[src/rtl/riscv_pkg.sv]
// Shared RISC-V front-end definitions: fetch FSM states, reset vector and
// architectural constants used by the instruction-fetch stage.
package riscv_pkg;

    typedef enum logic [1:0] {
        FETCH_BOOT    = 2'd0,
        FETCH_RUN     = 2'd1,
        FETCH_WAIT    = 2'd2,
        FETCH_DISCARD = 2'd3
    } fetch_state_e;

    localparam logic [31:0] RESET_PC_DEFAULT = 32'h0000_0000;
    localparam logic [31:0] NOP_INSTR        = 32'h0000_0013;  // addi x0, x0, 0

    function automatic logic [31:0] word_align(input logic [31:0] addr);
        return addr & 32'hFFFF_FFFC;
    endfunction

endpackage

[src/rtl/fetch_ctrl.sv]
// Instruction-fetch controller: issues word fetches, holds one presented entry
// for decode, and squashes in-flight or presented work on redirects.
module fetch_ctrl
    import riscv_pkg::*;
#(
    parameter logic [31:0] RESET_PC = RESET_PC_DEFAULT
) (
    input  logic        clk,
    input  logic        reset,
    input  logic        redirect_valid,
    input  logic [31:0] redirect_pc,
    output logic        imem_req,
    output logic [31:0] imem_addr,
    input  logic        imem_ack,
    input  logic [31:0] imem_rdata,
    output logic        if_valid,
    input  logic        id_ready,
    output logic [31:0] if_pc,
    output logic [31:0] if_pc_plus_4,
    output logic [31:0] if_instr
);

    fetch_state_e r_state;
    fetch_state_e w_state_next;

    logic [31:0] r_fetch_pc;
    logic [31:0] r_req_addr;
    logic        r_if_valid_q;
    logic [31:0] r_if_pc;
    logic [31:0] r_if_pc_plus_4;
    logic [31:0] r_if_instr;

    logic        w_xfer;
    logic        w_load;

    // NOTE: sequential state uses non-blocking assignments so every register
    // samples pre-edge values, independent of block ordering.
    always_ff @(posedge clk or posedge reset) begin
        if (reset) r_state <= FETCH_BOOT;
        else       r_state <= w_state_next;
    end

    always_comb begin
        // NOTE: default first so every path assigns the signal and no latch is inferred.
        w_state_next = r_state;
        case (r_state)
            FETCH_BOOT:    w_state_next = FETCH_RUN;
            FETCH_RUN:     if (imem_req && !imem_ack) w_state_next = FETCH_WAIT;
            FETCH_WAIT: begin
                if (imem_ack)            w_state_next = FETCH_RUN;
                else if (redirect_valid) w_state_next = FETCH_DISCARD;
            end
            FETCH_DISCARD: if (imem_ack) w_state_next = FETCH_RUN;
            default:       w_state_next = FETCH_BOOT;
        endcase
    end

    // An outstanding request keeps its captured address even if a redirect
    // moves fetch_pc underneath it.
    always_comb begin
        imem_req  = 1'b0;
        imem_addr = r_fetch_pc;
        case (r_state)
            FETCH_RUN:     imem_req = (!r_if_valid_q || id_ready) && !redirect_valid;
            FETCH_WAIT,
            FETCH_DISCARD: begin
                imem_req  = 1'b1;
                imem_addr = r_req_addr;
            end
            default:       imem_req = 1'b0;
        endcase
    end

    assign if_valid = r_if_valid_q && !redirect_valid;
    assign w_xfer   = if_valid && id_ready;
    assign w_load   = imem_req && imem_ack && !redirect_valid &&
                      ((r_state == FETCH_RUN) || (r_state == FETCH_WAIT));

    always_ff @(posedge clk or posedge reset) begin
        if (reset) begin
            r_fetch_pc     <= RESET_PC;
            r_req_addr     <= RESET_PC;
            r_if_valid_q   <= 1'b0;
            r_if_pc        <= RESET_PC;
            r_if_pc_plus_4 <= RESET_PC + 32'd4;
            r_if_instr     <= NOP_INSTR;
        end else begin
            if (r_state == FETCH_RUN) r_req_addr <= r_fetch_pc;

            if (redirect_valid) begin
                r_fetch_pc   <= word_align(redirect_pc);
                r_if_valid_q <= 1'b0;
            end else if (w_load) begin
                r_fetch_pc   <= imem_addr + 32'd4;
                r_if_valid_q <= 1'b1;
            end else if (w_xfer) begin
                r_if_valid_q <= 1'b0;
            end

            if (w_load) begin
                r_if_pc        <= imem_addr;
                r_if_pc_plus_4 <= imem_addr + 32'd4;
                r_if_instr     <= imem_rdata;
            end
        end
    end

    assign if_pc        = r_if_pc;
    assign if_pc_plus_4 = r_if_pc_plus_4;
    assign if_instr     = r_if_instr;

endmodule

[config.mk]
export PLATFORM = sky130hd
export DESIGN_NAME = fetch_ctrl
export DESIGN_NICKNAME = d
export VERILOG_FILES = /design/src/rtl/riscv_pkg.sv /design/src/rtl/fetch_ctrl.sv
export SDC_FILE = /design/constraint.sdc
export NUM_CORES = 1
export LEC_CHECK = 0
export ABC_AREA = 1
export CORE_MARGIN = 5
export CORE_UTILIZATION = 49
export CTS_CLUSTER_SIZE = 25
export DETAILED_ROUTE_END_ITERATION = 10
export GPL_ROUTABILITY_DRIVEN = 0
export GPL_TIMING_DRIVEN = 0
export PLACE_DENSITY = 0.88
export RECOVER_POWER = 25
export SYNTH_ARGS = -nofsm -noshare
export SYNTH_HDL_FRONTEND = slang
export SYNTH_SLANG_ARGS = --single-unit
[constraint.sdc]
create_clock -name clk -period 5.95 [get_ports clk]
set_input_delay 0.8925 -clock clk [delete_from_list [all_inputs] [get_ports clk]]
set_output_delay 0.8925 -clock clk [all_outputs]
set_load 0.005 [all_outputs]
==> results.toml, run 1 <==
[run_status]
status = "finished with violations"
violations = "max-capacitance violations, max-slew violations"

[cells_and_area]
fin_cells = 1455
area_growth_pct = 37.7
most-common-layout-cells = "503 x nand2_1, 194 x clkdlybuf4s50_1, 157 x dfrtp_1, 76 x inv_1, 71 x o21ai_0"
final_common_cell = "nand2_1"
diodes = 0
drive_gt1_share_pct = 8.52
stdcell_area_mm2 = 0.0106
nets = 1306

[setup_path]
critPathMaxStageDelay_ns = 0.59
cp-start-kind = "flop"
worstSetupPathType = "flop to output port"
critPathMaxFanout = 10
crit_arrival_ns = 3.13
crit_slowest_cell = "clkdlybuf4s50_1"
path_buf_inv = 4
crit-reg2reg-launch = "r_state[0]$_DFFE_PP0P_"
cp_top_family = "buffers and inverters"
path_depth = 8
crit_required_ns = 5.06
reg2reg_depth = 14
r2r_setup_slack_ns = 3.04
end_kind = "output port"
endpoint = "imem_addr[1]"
path_cells = "inv_1 -> ha_1 -> nor2_4 -> buf_6 -> clkbuf_1 -> nand2_1 -> o21ai_0 -> clkdlybuf4s50_1"
r2r-end = "if_pc_plus_4[24]$_DFFE_PP0P_"
startpoint = "r_state[0]$_DFFE_PP0P_"

[pwr]
vdd_drop_max_v = 0.000274
p_per_area_mw_per_mm2 = 499
p_leak_uw = 0.00530

[floorplan]
die_x_um = 136
die-area_mm2 = 0.0184
design.portCount = 199
core_region_area_mm2 = 0.0153
row_count = 45
initial_core_util_pct = 50.4
die_y_um = 136

[routing]
drc = 0
viasPerCell = 5.22
drt_iter0_drc = 720
vias = 7602
wire_per_inst_um = 16.8
drtPass1Iterations = 5
ant_nets = 0
wl_mm = 24.4

[placement]
dpl-instance-area_mm2 = 0.00997
dpl.hpwl_mm = 17.8
io_buffers = 195
placed_cells = 1423

[clock_tree]
cts-resized-gates = 0
clk_latency_ns = 0.43
cts.clk_slew.worst_paths_ns = 0.06
cts_made_buffers = 17
post-cts-setup-buffer-count = 0
cts.sink_count = 161
h-tree-depth = 4
cts_tree = "yes"
cts.path.max_buffers = 2
cts_hold_buf = 0
cts-root-buf = "clkbuf_16"

[global_routing]
grt_pass1_wl_mm = 38.7
antenna_found_initial = 1
grtUsageMet1_pct = 34.2
grt_usage_pct = 27.1
grt_start_max_net_pins = 93
overflow = 0
globalRouteMet2Util_pct = 43.2
grt-busiest-layer = "met2"
grt_pass1_vias = 7624
use_met3_pct = 8.95

[yosys]
synth_fp_nets = 1091
synth_cell_types = 30
yosysSeqAreaShare_pct = 52.2
post_synth.cell_area_avg_um2 = 7.60
synth_top_area_cell = "dfrtp_1"
synth_top_cells_by_area = "dfrtp_1 51%, nand2_1 24%, o21ai_0 4.6%"
yosys_warnings = 0
syn_area_mm2 = 0.00772
ys_seq_elements = 161
netlist.area_leader.share_pct = 50.9
syn_inst = 1016

[sta]
slew_violations = 70
finalCriticalPeriod_ns = 4.02
rsz0062_at_grt = "false"
worst_pin_slew_ns = 3.18
finalSetupViolations = 0
layout_worst_path_cycle_share_pct = 67.6
slew_headroom_pct = -113
clock-skew-final_ns = 0.0124
hold_viol = 0
fmax_mhz = 248

[run]
maxCapViolCount = 1

[worst_hold_path]
whs_path_depth = 2
hp-class = "flop to flop"
## logic make-up (layout without fill, tap and decap cells)
logic type                 Yosys count  count (layout)  share of synthesized area, %
AOI/OAI and AO/OA                   84              84                          5.61
xor gates and xnor gates             2               2                         0.227
adders and majority gates            6               6                         0.972
buffers and inverters              123             351                          6.58
DFF                                161             161                          52.2
and+or+nand+nor                    640             640                          34.4
## sequential cells by signal, summed over array words and instances (netlist names)
register      cells
r_state           2
if_instr         32
if_pc_plus_4     30
r_if_valid_q      1
r_fetch_pc       32
if_pc            32
r_req_addr       32
## Yosys cell counts (all sizes together)
master,number
buf,20
dfrtp,157
xor2,2
inv,80
nor2,57
nand2,534
clkinv,2
or2,2
nor3,1
o21a,1
clkbuf,21
nand4,6
dfstp,4
o211ai,1
ha,6
o21ai,79
nand3,38
a21oi,3
and2,2
## worst min path at each step
stage,start,slack (ns),to
global placement,r_req_addr[16]$_DFFE_PP0P_,0.45,r_req_addr[16]$_DFFE_PP0P_
global route,if_pc_plus_4[2]$_DFFE_PP1P_,0.48,if_pc_plus_4[2]$_DFFE_PP1P_
finish,if_instr[1]$_DFFE_PP1P_,0.47,if_instr[1]$_DFFE_PP1P_
floorplan,r_req_addr[16]$_DFFE_PP0P_,0.44,r_req_addr[16]$_DFFE_PP0P_
detailed placement,r_req_addr[5]$_DFFE_PP0P_,0.46,r_req_addr[5]$_DFFE_PP0P_
CTS,r_req_addr[5]$_DFFE_PP0P_,0.47,r_req_addr[5]$_DFFE_PP0P_
## per-stage QoR
stage / util, % / setup WS [ns] / TNS [ns] / hold slack (ns) / power [uW]
2_1_floorplan: - / 0.716 / 0 / 0.436 / 2800
3_3_place_gp: 64.9 / -1.41 / -219.76 / 0.453 / 3990
3_5_place_dp: 65.1 / 2.39 / 0 / 0.458 / 4060
4_1_cts: 69.5 / 1.92 / 0 / 0.473 / 5310
5_1_grt: 69.4 / 1.72 / 0 / 0.481 / 5640
6_report: 69.4 / 1.93 / 0 / 0.473 / 5310
## layer usage
metal	part of all wire (%)	vias up
met5	0.053	-
met4	3.5	2
met3	12	79
met2	47	455
met1	38	3525
li1	-	3541
## cell type report
cell class | instances | area [um^2]
fill | 1240 | 4680
sequential | 161 | 4030
multi-input combinational | 732 | 3180
timing repair buffer | 196 | 1980
clock buffer | 23 | 488
inverter | 82 | 309
tap | 211 | 264
buffer | 41 | 200
clock inverter | 9 | 176
## power by group
part	switching, uW	total (uW)	internal (uW)
clock network	439	1230	789
logic	1180	2270	1090
registers	261	1810	1550
total	1880	5310	3430
## worst reg2reg max path, delay by kind of cell, from the launching register on
kind	cells	cell delay [ns]
and+or+nand+nor	10	1.54
adders and majority gates	2	0.53
DFF	1	0.41
buffers and inverters	2	0.33
Power figures use the tool's default switching activity.
==> inputs of run 2 (changes only) <==
Clock period 5.95 ns to 3.9 ns, I/O delays scaled along.
==> results.toml, run 2 (synthesis results as in run 1) <==
[run_status]
status = "finished with violations"
violations = "max-capacitance violations, max-slew violations"

[cells_and_area]
most-common-layout-cells = "503 x nand2_1, 194 x clkdlybuf4s50_1, 157 x dfrtp_1, 76 x inv_1, 71 x o21ai_0"
drive_gt1_share_pct = 8.43
area_growth_pct = 36.7
final_util_pct = 68.9
diodes = 0
multi_input_area_mm2 = 0.00318
final_common_cell = "nand2_1"
n_fill_cell = 1230
nets = 1308
final-seq-area_mm2 = 0.00403

[sta]
setup_tns_ns = 0
clock-skew-final_ns = 0.0119
fmax_mhz = 298
layout_worst_path_cycle_share_pct = 86.2
worst_pin_slew_ns = 2.22
finalCriticalPeriod_ns = 3.36
rsz0062_at_grt = "false"
slew_headroom_pct = -47.9
slew_violations = 76
hold_viol = 0
finalSetupViolations = 0

[clock_tree]
h-tree-depth = 4
cts.clk_slew.worst_paths_ns = 0.06
clk_latency_ns = 0.43
post-cts-setup-buffer-count = 0
cts-root-buf = "clkbuf_16"
cts.sink_count = 161
cts.path.max_buffers = 2
cts_hold_buf = 0
cts-resized-gates = 0
cts_made_buffers = 17
cts_tree = "yes"

[worst_hold_path]
hp-class = "flop to flop"

[floorplan]
design.portCount = 199
die_y_um = 136
core_region_area_mm2 = 0.0153
die_x_um = 136
die-area_mm2 = 0.0184
initial_core_util_pct = 50.4
row_count = 45

[global_routing]
grt_usage_pct = 27.1
grt_start_max_net_pins = 42
grt_pass1_wl_mm = 38.5
grt_pass1_vias = 7554
antenna_found_initial = 0
overflow = 0

[routing]
ant_nets = 0
drtPass1Iterations = 9
wire_per_inst_um = 16.7
vias = 7608
drc = 0
wl_mm = 24.4
drt_iter0_drc = 651
viasPerCell = 5.23

[pwr]
p_leak_uw = 0.00526
p_per_area_mw_per_mm2 = 743
vdd_drop_max_v = 0.000385
finalPower_uw = 7850

[setup_path]
crit_arrival_ns = 2.78
cp-start-kind = "flop"
end_kind = "output port"
critPathMaxFanout = 19
crit_required_ns = 3.31
worstSetupPathType = "flop to output port"

[run]
maxCapViolCount = 2

[placement]
dpl.hpwl_mm = 17.9
io_buffers = 195
-- run 2: cell types whose count changed in the layout (fill, tap and decap cells not counted), sizes merged --
| cell | before | now |
|---|---|---|
| bufinv | 5 | 2 |
| buf | 21 | 22 |
| clkinvlp | 2 | 5 |
-- run 2: final cells by class --
class / count / area share, %
buffer: 40 / 1.86
clock buffer: 22 / 4.40
clock inverter: 9 / 1.03
inverter: 82 / 2.93
multi-input combinational: 732 / 30.1
sequential: 161 / 38.2
tap: 211 / 2.50
timing repair buffer: 199 / 18.9
-- run 2: stage by stage --
stage	instances	instance area, um^2	hold WS, ns	setup slack, ns
6_report	1456	10600	0.470	0.540
5_1_grt	1456	10600	0.481	0.315
4_1_cts	1457	10600	0.474	0.161
3_5_place_dp	1426	10000	0.460	0.625
3_3_place_gp	1422	9940	0.450	-0.110
2_1_floorplan	1016	7730	0.436	1.28
-- run 2: critical path: stages, from the launching register on --
cell and delay, ns:
dfrtp_1 0.42, inv_1 0.10, ha_1 0.36, nor2_4 0.35, buf_6 0.26, nand2_1 0.08
nand2_1 0.21, clkdlybuf4s50_1 0.58
-- run 2: path summary, 6_finish.rpt --
kind / start / endpoint / slack [ns] / cells past startpoint
max in group asynchronous: reset / if_instr[2]$_DFFE_PP0P_ / 0.87 / 3
max reg2reg: r_state[0]$_DFFE_PP0P_ / if_pc_plus_4[24]$_DFFE_PP0P_ / 0.95 / 14
max: r_state[0]$_DFFE_PP0P_ / imem_addr[23] / 0.54 / 7
min in group asynchronous: reset / r_fetch_pc[25]$_DFFE_PP0P_ / 0.61 / 2
min: if_instr[1]$_DFFE_PP1P_ / if_instr[1]$_DFFE_PP1P_ / 0.47 / 2
min reg2reg: if_instr[1]$_DFFE_PP1P_ / if_instr[1]$_DFFE_PP1P_ / 0.47 / 2
-- run 2: metal layers --
layer | vias to the layer above | wire length [um] | GRT usage (%) | part of all wire (%)
met1 | 3577 | 9550 | 33.2 | 39
li1 | 3549 | - | - | -
met4 | 0 | 682 | 10.4 | 2.8
met2 | 426 | 11500 | 44.4 | 47
met5 | - | 0 | 0 | 0
met3 | 56 | 2600 | 9.03 | 11
-- run 2: power by group --
group	internal, uW	switching, uW
clock network	971	666
registers	2360	396
logic	1670	1790
